==> src/rtl/ddot_arbiter.sv <==
// ddot_arbiter: two-requester round-robin front end for one basic_ddot unit.
// Issues at most one operand set per cycle. An in-order tag FIFO remembers
// which requester owns each in-flight operation so results are routed back
// to their owner, independent of the unit latency.
module ddot_arbiter #(
    parameter int DEPTH = 8
) (
    input  logic         clk,
    input  logic         rst,
    input  logic         req0_vld,
    input  logic [127:0] req0_x,
    input  logic [127:0] req0_y,
    output logic         req0_rdy,
    input  logic         req1_vld,
    input  logic [127:0] req1_x,
    input  logic [127:0] req1_y,
    output logic         req1_rdy,
    output logic         rsp0_vld,
    output logic [31:0]  rsp0_z,
    output logic         rsp1_vld,
    output logic [31:0]  rsp1_z,
    output logic         dd_ready,
    output logic [127:0] dd_x,
    output logic [127:0] dd_y,
    input  logic         dd_vld,
    input  logic [31:0]  dd_z,
    output logic         busy,
    output logic         err
);
    localparam int          PW   = (DEPTH > 1) ? $clog2(DEPTH) : 1;
    localparam logic [PW:0] FULL = (PW+1)'(DEPTH);

    logic             last;       // most recently granted requester
    logic [PW:0]      count;
    logic [PW:0]      count_nxt;
    logic [PW-1:0]    wr_ptr;
    logic [PW-1:0]    rd_ptr;
    logic [DEPTH-1:0] tag_mem;    // owner of each in-flight op, 1 = requester 1

    logic sel0, sel1, room;
    logic acc0, acc1, push, pop, spurious, head_tag;

    // Round-robin select; a tie goes to the requester not granted last.
    // The full check uses the pre-pop count, so a same-cycle pop frees
    // nothing until the next cycle.
    always_comb begin
        sel0      = req0_vld & (~req1_vld | last);
        sel1      = req1_vld & (~req0_vld | ~last);
        room      = (count < FULL);
        req0_rdy  = ~rst & sel0 & room;
        req1_rdy  = ~rst & sel1 & room;
        acc0      = req0_vld & req0_rdy;
        acc1      = req1_vld & req1_rdy;
        push      = acc0 | acc1;
        pop       = dd_vld & (count != '0);
        spurious  = dd_vld & (count == '0);
        head_tag  = tag_mem[rd_ptr];
        count_nxt = count + (PW+1)'(push) - (PW+1)'(pop);
    end

    // Issue register: the granted operands go to the unit for exactly one cycle.
    always_ff @(posedge clk or posedge rst) begin
        if (rst) begin
            dd_ready <= 1'b0;
            dd_x     <= '0;
            dd_y     <= '0;
            last     <= 1'b1;
        end else begin
            dd_ready <= push;
            dd_x     <= acc1 ? req1_x : (acc0 ? req0_x : '0);
            dd_y     <= acc1 ? req1_y : (acc0 ? req0_y : '0);
            if (push)
                last <= acc1;
        end
    end

    // Tag FIFO: push owner on accept, pop head on each result from the unit.
    always_ff @(posedge clk or posedge rst) begin
        if (rst) begin
            tag_mem <= '0;
            wr_ptr  <= '0;
            rd_ptr  <= '0;
            count   <= '0;
            busy    <= 1'b0;
        end else begin
            if (push) begin
                tag_mem[wr_ptr] <= acc1;
                wr_ptr          <= wr_ptr + PW'(1);
            end
            if (pop)
                rd_ptr <= rd_ptr + PW'(1);
            count <= count_nxt;
            busy  <= (count_nxt != '0);
        end
    end

    // Return path: steer the result to the head owner; the other port's z holds.
    always_ff @(posedge clk or posedge rst) begin
        if (rst) begin
            rsp0_vld <= 1'b0;
            rsp1_vld <= 1'b0;
            rsp0_z   <= '0;
            rsp1_z   <= '0;
        end else begin
            rsp0_vld <= pop & ~head_tag;
            rsp1_vld <= pop & head_tag;
            if (pop & ~head_tag)
                rsp0_z <= dd_z;
            if (pop & head_tag)
                rsp1_z <= dd_z;
        end
    end

    // Sticky error: a result arrived with nothing in flight.
    always_ff @(posedge clk or posedge rst) begin
        if (rst)
            err <= 1'b0;
        else if (spurious)
            err <= 1'b1;
    end

endmodule

==> config.mk <==
export PLATFORM = sky130hd
export DESIGN_NAME = ddot_arbiter
export DESIGN_NICKNAME = d
export VERILOG_FILES = /design/src/rtl/ddot_arbiter.sv
export SDC_FILE = /design/constraint.sdc
export NUM_CORES = 1
export LEC_CHECK = 0
export CAP_MARGIN = 10
export CORE_AREA = 2 2 345 347
export CTS_CLUSTER_SIZE = 8
export DETAILED_ROUTE_END_ITERATION = 8
export DIE_AREA = 0 0 347 349
export HOLD_SLACK_MARGIN = 0.12
export SLEW_MARGIN = 20
export SYNTH_ARGS = -nofsm -noshare
export SYNTH_HDL_FRONTEND = slang
export SYNTH_SLANG_ARGS = --single-unit
==> constraint.sdc <==
create_clock -name clk -period 15.59 [get_ports clk]
set_input_delay 3.8975 -clock clk [delete_from_list [all_inputs] [get_ports clk]]
set_output_delay 3.8975 -clock clk [all_outputs]
set_load 0.01 [all_outputs]
==> results of run 1 <==
[worst max-delay path, delay by kind of cell]
kind,cells,cell delay [ns]
and+or+nand+nor,2,0.52
AOI/OAI and AO/OA,1,0.14
buffers and inverters,3,1.48
[area by class of cell]
cell class                      instances  area [sq um]  area share
Timing Repair Buffer                  887          8870       0.364
Sequential cell                       344          8610       0.354
Multi-Input combinational cell        384          3530       0.145
Tap cell                             1536          1920      0.0789
Clock buffer                           63          1300      0.0533
Inverter                               12          52.6     0.00216
Clock inverter                          4          46.3     0.00190
Antenna cell                            4          10.0    0.000411
[cell usage in the layout, fill, tap and decap left out, drive strengths merged]
cell / n
fa: 1
nand2: 12
mux2: 73
a21o: 2
dfstp: 1
clkbuf: 63
nand2b: 1
a2bb2oi: 1
xor2: 1
buf: 12
nand4: 2
nand3: 1
inv: 12
nand3b: 2
clkdlybuf4s50: 875
diode: 4
a31oi: 1
nor4b: 2
nor3: 1
or4: 1
a21oi: 3
o21a: 1
o21bai: 1
nor2: 3
dfrtp: 343
nor4: 1
nor3b: 1
xnor2: 5
a22o: 256
clkinv: 4
nand4b: 2
mux2i: 3
ha: 7
[per-stage QoR]
stage	area, sq um	worst slack (ns)	utilization
global placement	23000	5.51	0.196
global route	24300	5.45	0.207
detailed placement	23000	5.51	0.196
CTS	24300	5.49	0.207
floorplan	12500	2.16	-
finish	24300	5.64	0.207
[sequential cells by signal, summed over array words and instances, names as in the netlist]
signal and cells:
dd_x 128, dd_y 128, rsp0_z 32, rsp1_z 32, tag_mem 8, count 4, rd_ptr 3, wr_ptr 3
busy 1, dd_ready 1, err 1, last 1, rsp0_vld 1, rsp1_vld 1
[layer usage]
layer,vias to the layer above,wire (um),GRT usage
li1,4765,-,-
met1,5580,33800,0.161
met2,650,34300,0.187
met3,122,7830,0.0515
met4,18,1530,0.0239
met5,-,110,0
[worst paths after layout]
path                          start  slack, ns        to
setup / recovery                rst       5.64  req0_rdy
hold / removal                  err       0.47       err
setup reg to reg           count[3]      12.42      busy
hold reg to reg                 err       0.47       err
max in group asynchronous       rst       9.42  dd_y[22]
min in group asynchronous       rst       4.00  dd_ready
[cell families after synthesis]
family / synth area share
compound gates: 0.186
xor+xnor: 0.00420
fa+ha+maj: 0.00860
buf+inv: 0.0313
flops: 0.688
mux: 0.0684
simple gates: 0.0137
[power by group]
part           total (W)  internal, W  switching (W)
clock network   0.000976     0.000573       0.000403
registers        0.00122      0.00111       0.000114
logic            0.00115     0.000670       0.000479
==> results, run 1 <==
- The async set-reset flop share out of synthesis is 1.00.
- Entering global routing, the biggest net connects 157 pins.
- At the pin with the least slew margin, the transition time is roughly 1.2 ns.
- Power spread over the standard cell area amounts to 138 nW/um^2.
- The ratio of routed vias to standard cells is ~3.4.
- The run finished with clean final reports.
- The detailed router finished its first iteration with 640 violations.
- The iteration count of the initial detailed-routing pass is 5.
- At the worst endpoint, the arrival time is between 6 and 7 ns.
- The floorplan has 126 rows.
- The top-level I/O count is ~880.
- The total area inside the core boundary comes to 117000 sq um.
- The overall fraction of global-route tracks in use is 0.123.
- The maximum resistive drop on vdd is 99.8 uV.
- The fraction of layout instances using a drive strength above 1 is 0.0868.
- The tightest min-delay check is of the reg2reg type.
- The synthesized design contains 344 register bits.
- In this run the worst path has a maximum fanout of 7.
- Of all cell types, the one taking the most synthesized area is dfrtp_1.
- The CTS tree is built.
- In this run, post-CTS hold repair placed 0 buffers.
- On the critical path, the stage with the largest delay is an instance of clkdlybuf4s50_1.
- The count of nets left with antenna violations once routing finished came out at 0.
- The synthesized area per cell is 15.5 sq um.
- The cell at the root of the clock tree is clkbuf_16.
- Summed over all nets, the half-perimeter wirelength after detailed placement is between 60000 and 70000 um.
- The vertical die dimension is 349 um.
- Final hold analysis gives a worst-case slack of between 0.4 and 0.5 ns.
- CTS built an H-tree with a depth of 2.
- The count of filler cells inserted in the layout is 12600.
- The via count of the first global-routing pass is 11300.
- Clock tree synthesis inserted a total of 49 buffers.
- The per-cell routed wire length is 24.0 um.
- The primary flip-flop cell chosen by synthesis mapping is dfrtp_1.
- After detailed routing, the number of remaining DRC violations is 0.
- The leakage power is approximately 10 nW.
- In this run, synthesis inferred 0 flip-flops with an integrated enable.
- The number of placed instances, taps included, is between 3000 and 4000.
- The kind of critical path is in2out.
- After synthesis, the cell types taking the most area are dfrtp_1 (69%), a22o_1 (18%), mux2_2 (6.5%), buf_2 (1.1%), clkbuf_1 (0.84%).
- The final-report setup violation count is 0.
- Of the available clock period, the critical path in the final layout requires 0.638.
- The Yosys warning count is 0.
- The clock insertion delay at the later pin of the skew report is 0.61 ns.
- The peak per-stage delay on the critical path is about 0.65 ns.
- In this design, the critical path's most frequently occurring cell is clkdlybuf4s50_1.
- Based on the critical path, the design can be clocked at up to 101 MHz.
- Along the worst hold path, the cell count comes to 1.
- Measured in cells, the most critical reg-to-reg path has a length of 10.
- The share of synthesized area in the top cell type comes to 0.686.
- Max-cap violations in this run came to 0.
- Data on the critical path is required at its endpoint by 11.69 ns.
- The initial antenna violation count is 49.
- The critical path goes through clkdlybuf4s50_1 -> nor2_1 -> nand2_1 -> a21oi_4 -> buf_4 -> clkdlybuf4s50_1.
- The number of failing hold endpoints at the final stage is 0.
- Setup repair after global routing left no endpoint under its margin.
- The synthesized netlist contains 36 unique library cells.
- The routability congestion estimate is between 0.8 and 0.9.
- The full die area is 121000 sq um.
- In this run the post-CTS setup repair buffer count came out at 0.
- The effective utilization at floorplan is 0.107.
- The global-route wire length before repair is slightly above 100000 um.
- STA classifies the critical path endpoint as an output port.
- The final count of pins violating max slew was 0.
- The clock tree skew after final layout is 0.0327 ns.
- The clock slew at the register clock pins of the worst setup and hold paths is 0.05 ns.
- The number of nets in the synthesized netlist is between 1000 and 1500.
- Summing every instance area after synthesis gives 12500 sq um.
- The share of the Yosys chip area taken by registers is 0.688.
- The growth of design area from synthesis to finish is 94.6%.
- The net count of the finished layout is 2235.
- By instance count, the leading cell after synthesis is dfrtp_1.
- The post-cts gate resize count is 0.
- After routing, the total negative slack on setup checks comes to 0 ns.
- The worst setup path is launched from an input pin.
- The maximum buffer depth of the clock tree is 3.
- The tree built by TritonCTS fans out to 344 sinks.
- For the finished layout, the period the worst path requires is between 9 and 10 ns.
- The total power is 0.00335 W.
- The final cell count without fillers is 3234.
- The post-synthesis cell count is a little over 800.
- In this run the horizontal extent of the chip is 347 um.
- The wire length after detailed routing is 77600 um.
- The global-route congestion overflow total is 0.
- Headroom to the max-slew limit came out at 0.214.
- During placement, the flow inserted port buffers numbering 875.
- For this block, the via count after detailed routing is 11100.
- Sorting the synthesized cells by how often they occur yields dfrtp_1 (343), a22o_1 (256), mux2_2 (72), buf_2 (28), clkbuf_1 (28).
Power figures use the tool's default switching activity.
==> run 2: changes to the inputs <==
Settings changed: CORE_AREA 2 2 345 347 to 2 2 340 342, DIE_AREA 0 0 347 349 to 0 0 342 344.
Clock period 15.59 ns to 8.3 ns, I/O delays scaled along.
==> run 2 against run 1 <==
- sequential share of layout area hardly changed
- flip-flop and latch count stayed put
- via count is 1.7% lower
- critical endpoint unchanged
- final cell count is 0.77% lower
- die area is 2.9% lower
- clock skew is 0.0084 ns lower
- critical path depth is 2 lower
- power is 90% higher
- clock power is 92% higher
- non-clock buffer count is 1 lower
- cell area is 0.10% higher
==> results, run 2 (synthesis results as in run 1) <==
- Outcome: finished clean (unchanged).
- The fraction of layout instances using a drive strength above 1 came to 0.0858 (was 0.0868).
- The number of clock sinks came to 344 (unchanged).
- The worst slack at placement came to 2.07 ns (was 5.51 ns).
- The share of the core filled with cells was 0.214 (was 0.207).
- The worst-case register-to-register setup slack is 4.98 ns (was 12.42 ns).
- The least setup slack across all paths after layout is 2.12 ns (was 5.64 ns).
- The peak per-stage delay on the critical path is 0.70 ns (was 0.65 ns).
- The total core area is 114000 sq um (was 117000 sq um).
- The detailed-placement wirelength estimate is 61600 um (was 62900 um).
- The CTS tree was built (unchanged).
- The maximum fanout encountered on the critical timing path was 9 (was 7).
- The routed design could run at a clock period as short as 6.18 ns.
- The initial antenna violation count was 47 (was 49).
- The launch point of the worst reg-to-reg path is count[3] (unchanged).
- The placement row count is 124 (was 126).
- The remaining antenna violation count is 0 (unchanged).
- The maximum clock rate is 162 MHz.
- The clock insertion delay at the later pin of the skew report is 0.60 ns (was 0.61 ns).
- The final period utilization is 0.745.
- The most common library cell in the layout ignoring fill and taps is clkdlybuf4s50_1 (unchanged).
- Highest-count cells in the layout ignoring fill and taps: clkdlybuf4s50_1 (875), dfrtp_1 (343), a22o_1 (256) (unchanged).
- The wire length after detailed routing was 75800 um (was 77600 um).
- The per-cell routed wire length is 23.6 um (was 24.0 um).
- The via count of the first global-routing pass is 11300 (about the same).
- The effective utilization at floorplan is 0.110 (was 0.107).
- The number of buffers added for setup after CTS was 0 (unchanged).
- The growth of design area from synthesis to finish is 94.8% (was 94.6%).
- The number of hold buffers added after cts is 0 (unchanged).
- The destination of the worst hold path is err (unchanged).
- The critical path's most frequent cell is clkdlybuf4s50_1 (unchanged).
- The origin of the worst min-delay path is err (unchanged).
- The switching power is 0.00189 W (was 0.000996 W).
- The vertical die dimension was 344 um (was 349 um).
- The pin count of the biggest net entering global routing is 162 (was 157).
- The reported max-cap violation count was 0 (unchanged).
- The number of DRC markers in iteration 0 is 651 (was 640).
- The required time of the critical path is 6.23 ns (was 11.69 ns).
- The width of the die came to 342 um (was 347 um).
- The top-level I/O count is 876 (unchanged).
- The critical path capture point type is an output port (unchanged).
- The sequential group share of total power is 0.364 (was 0.365).
- The leakage power was 10.0 nW (was 9.99 nW).
- List of cells traversed by the critical path: clkdlybuf4s50_1 -> nand2_1 -> a21oi_4 -> clkdlybuf4s50_1 (was clkdlybuf4s50_1 -> nor2_1 -> nand2_1 -> a21oi_4 -> buf_4 -> clkdlybuf4s50_1).
- The critical path startpoint category is an input pin (unchanged).
- The endpoint of the worst-slack reg-to-reg timing path is dd_y[60] (was busy).
- The kind of critical path is in2out (unchanged).
- The total power per unit cell area came to 261 nW/um^2 (was 138 nW/um^2).
- The maximum buffer depth of the clock tree is 3 (unchanged).
- The final-report setup violation count is 0 (unchanged).
- The clock buffer count from CTS is 49 (unchanged).
- The ratio of routed vias to standard cells was 3.41 (was 3.44).
- The worst reg2reg path depth is 6 (was 10).
- The class of the tightest hold or removal check is reg2reg (unchanged).
- The post-cts gate resize count is 0 (unchanged).
- The switching part of the total is 0.297 (about the same).
- The final count of pins violating max slew is 0 (unchanged).
- The critical path data arrival time came to 4.11 ns (was 6.05 ns).
- The internal portion of total power came to 0.00447 W (was 0.00235 W).
- The count of port buffers added during placement came to 875 (unchanged).
- The cell with the biggest individual delay on the critical path is clkdlybuf4s50_1 (unchanged).
- The routability congestion estimate is 0.837 (was 0.853).
- The worst hold margin is 0.454 ns (was 0.471 ns).
- The clock slew at the register clock pins of the worst setup and hold paths is 0.05 ns (about the same).
- The number of failing hold endpoints at the final stage is 0 (unchanged).
- The full die area is 118000 sq um (was 121000 sq um).
- The iteration count of the initial detailed-routing pass is 4 (was 5).
- Registers with the highest flip-flop counts: dd_x (128), dd_y (128) (unchanged).
- The clock share of power is 0.294 (was 0.292).
- The global-route wire length before repair is 97000 um (was 101000 um).
- The placed instance area was 23000 sq um (about the same).
- The worst slew slack as a fraction of its limit was 0.307 (was 0.214).
- The hold path depth is 1 (unchanged).
- Setup repair after global routing missed its margin: false (unchanged).
- The maximum resistive drop on vdd is 176 uV (was 99.8 uV).
- The proportion of power drawn by combinational gates is 0.342 (was 0.343).
- The via count of the routed design was 10900 (was 11100).
- The deepest level of the CTS H-tree is 2 (unchanged).
- The actual transition at the worst max-transition pin is 1.04 ns (was 1.18 ns).
- The final non-filler cell area is 24400 sq um (was 24300 sq um).
- The overall fraction of global-route tracks in use came to 0.121 (was 0.123).
- The clock tree skew after final layout is 0.0244 ns (was 0.0327 ns).
- The cell at the root of the clock tree is clkbuf_16 (unchanged).
- The global-route congestion overflow total came to 0 (unchanged).
- The total DRC errors in the routed layout is 0 (unchanged).
- The number of nets at the end of the flow is 2234 (was 2235).
- The accumulated negative setup slack is 0 ns (unchanged).
==> run 2: cell count changes in the layout (fill, tap and decap cells not counted), moves of 2 or more <==
cell and change:
buf_12 +3, clkinv_8 -2, buf_4 -4, diode_2 +3, clkbuf_16 +2, clkbuf_1 -2
==> run 2: cell type report <==
type | count | area [sq um]
fillers | 12200 | 89500
repair buffers | 886 | 8900
flip-flops and latches | 344 | 8610
multi-input cells | 384 | 3530
well taps | 1512 | 1890
clock buffers | 62 | 1330
inverters | 12 | 48.8
clock inverters | 2 | 38.8
diodes | 7 | 17.5
==> run 2: worst max-delay path: cells and delay by family <==
kind / cells / cell delay (ns)
buf+inv: 2 / 1.36
compound gates: 1 / 0.50
simple gates: 1 / 0.16
==> run 2: how the worst max path moves through the flow <==
| stage | end | slack [ns] | start | cells after the start |
|---|---|---|---|---|
| 2_1_floorplan | busy | 1.62 | rst | 1 |
| 3_3_place_gp | req0_rdy | 2.08 | req0_vld | 4 |
| 3_5_place_dp | req0_rdy | 2.07 | req0_vld | 4 |
| 4_1_cts | req0_rdy | 2.06 | req0_vld | 4 |
| 5_1_grt | req0_rdy | 1.99 | req0_vld | 4 |
| 6_report | req0_rdy | 2.12 | req0_vld | 4 |
==> run 2: layer usage <==
layer	wire length [um]	GRT usage
met1	29800	0.143
met2	33600	0.179
met3	10000	0.0757
met4	2180	0.0427
met5	248	0
==> run 2: power groups by stage <==
stage / combinational [W] / sequential (W) / clock, W
finish: 0.00217 / 0.00232 / 0.00187
global route: 0.00233 / 0.00236 / 0.00200
CTS: 0.00221 / 0.00232 / 0.00195
detailed placement: 0.00220 / 0.00234 / 0
global placement: 0.00219 / 0.00234 / 0
floorplan: 0.000781 / 0.00244 / 0
==> run 2: stage by stage <==
step | cells | power, W
global placement | 3138 | 0.00452
finish | 3209 | 0.00636
floorplan | 808 | 0.00322
CTS | 3202 | 0.00648
global route | 3208 | 0.00669
detailed placement | 3138 | 0.00455
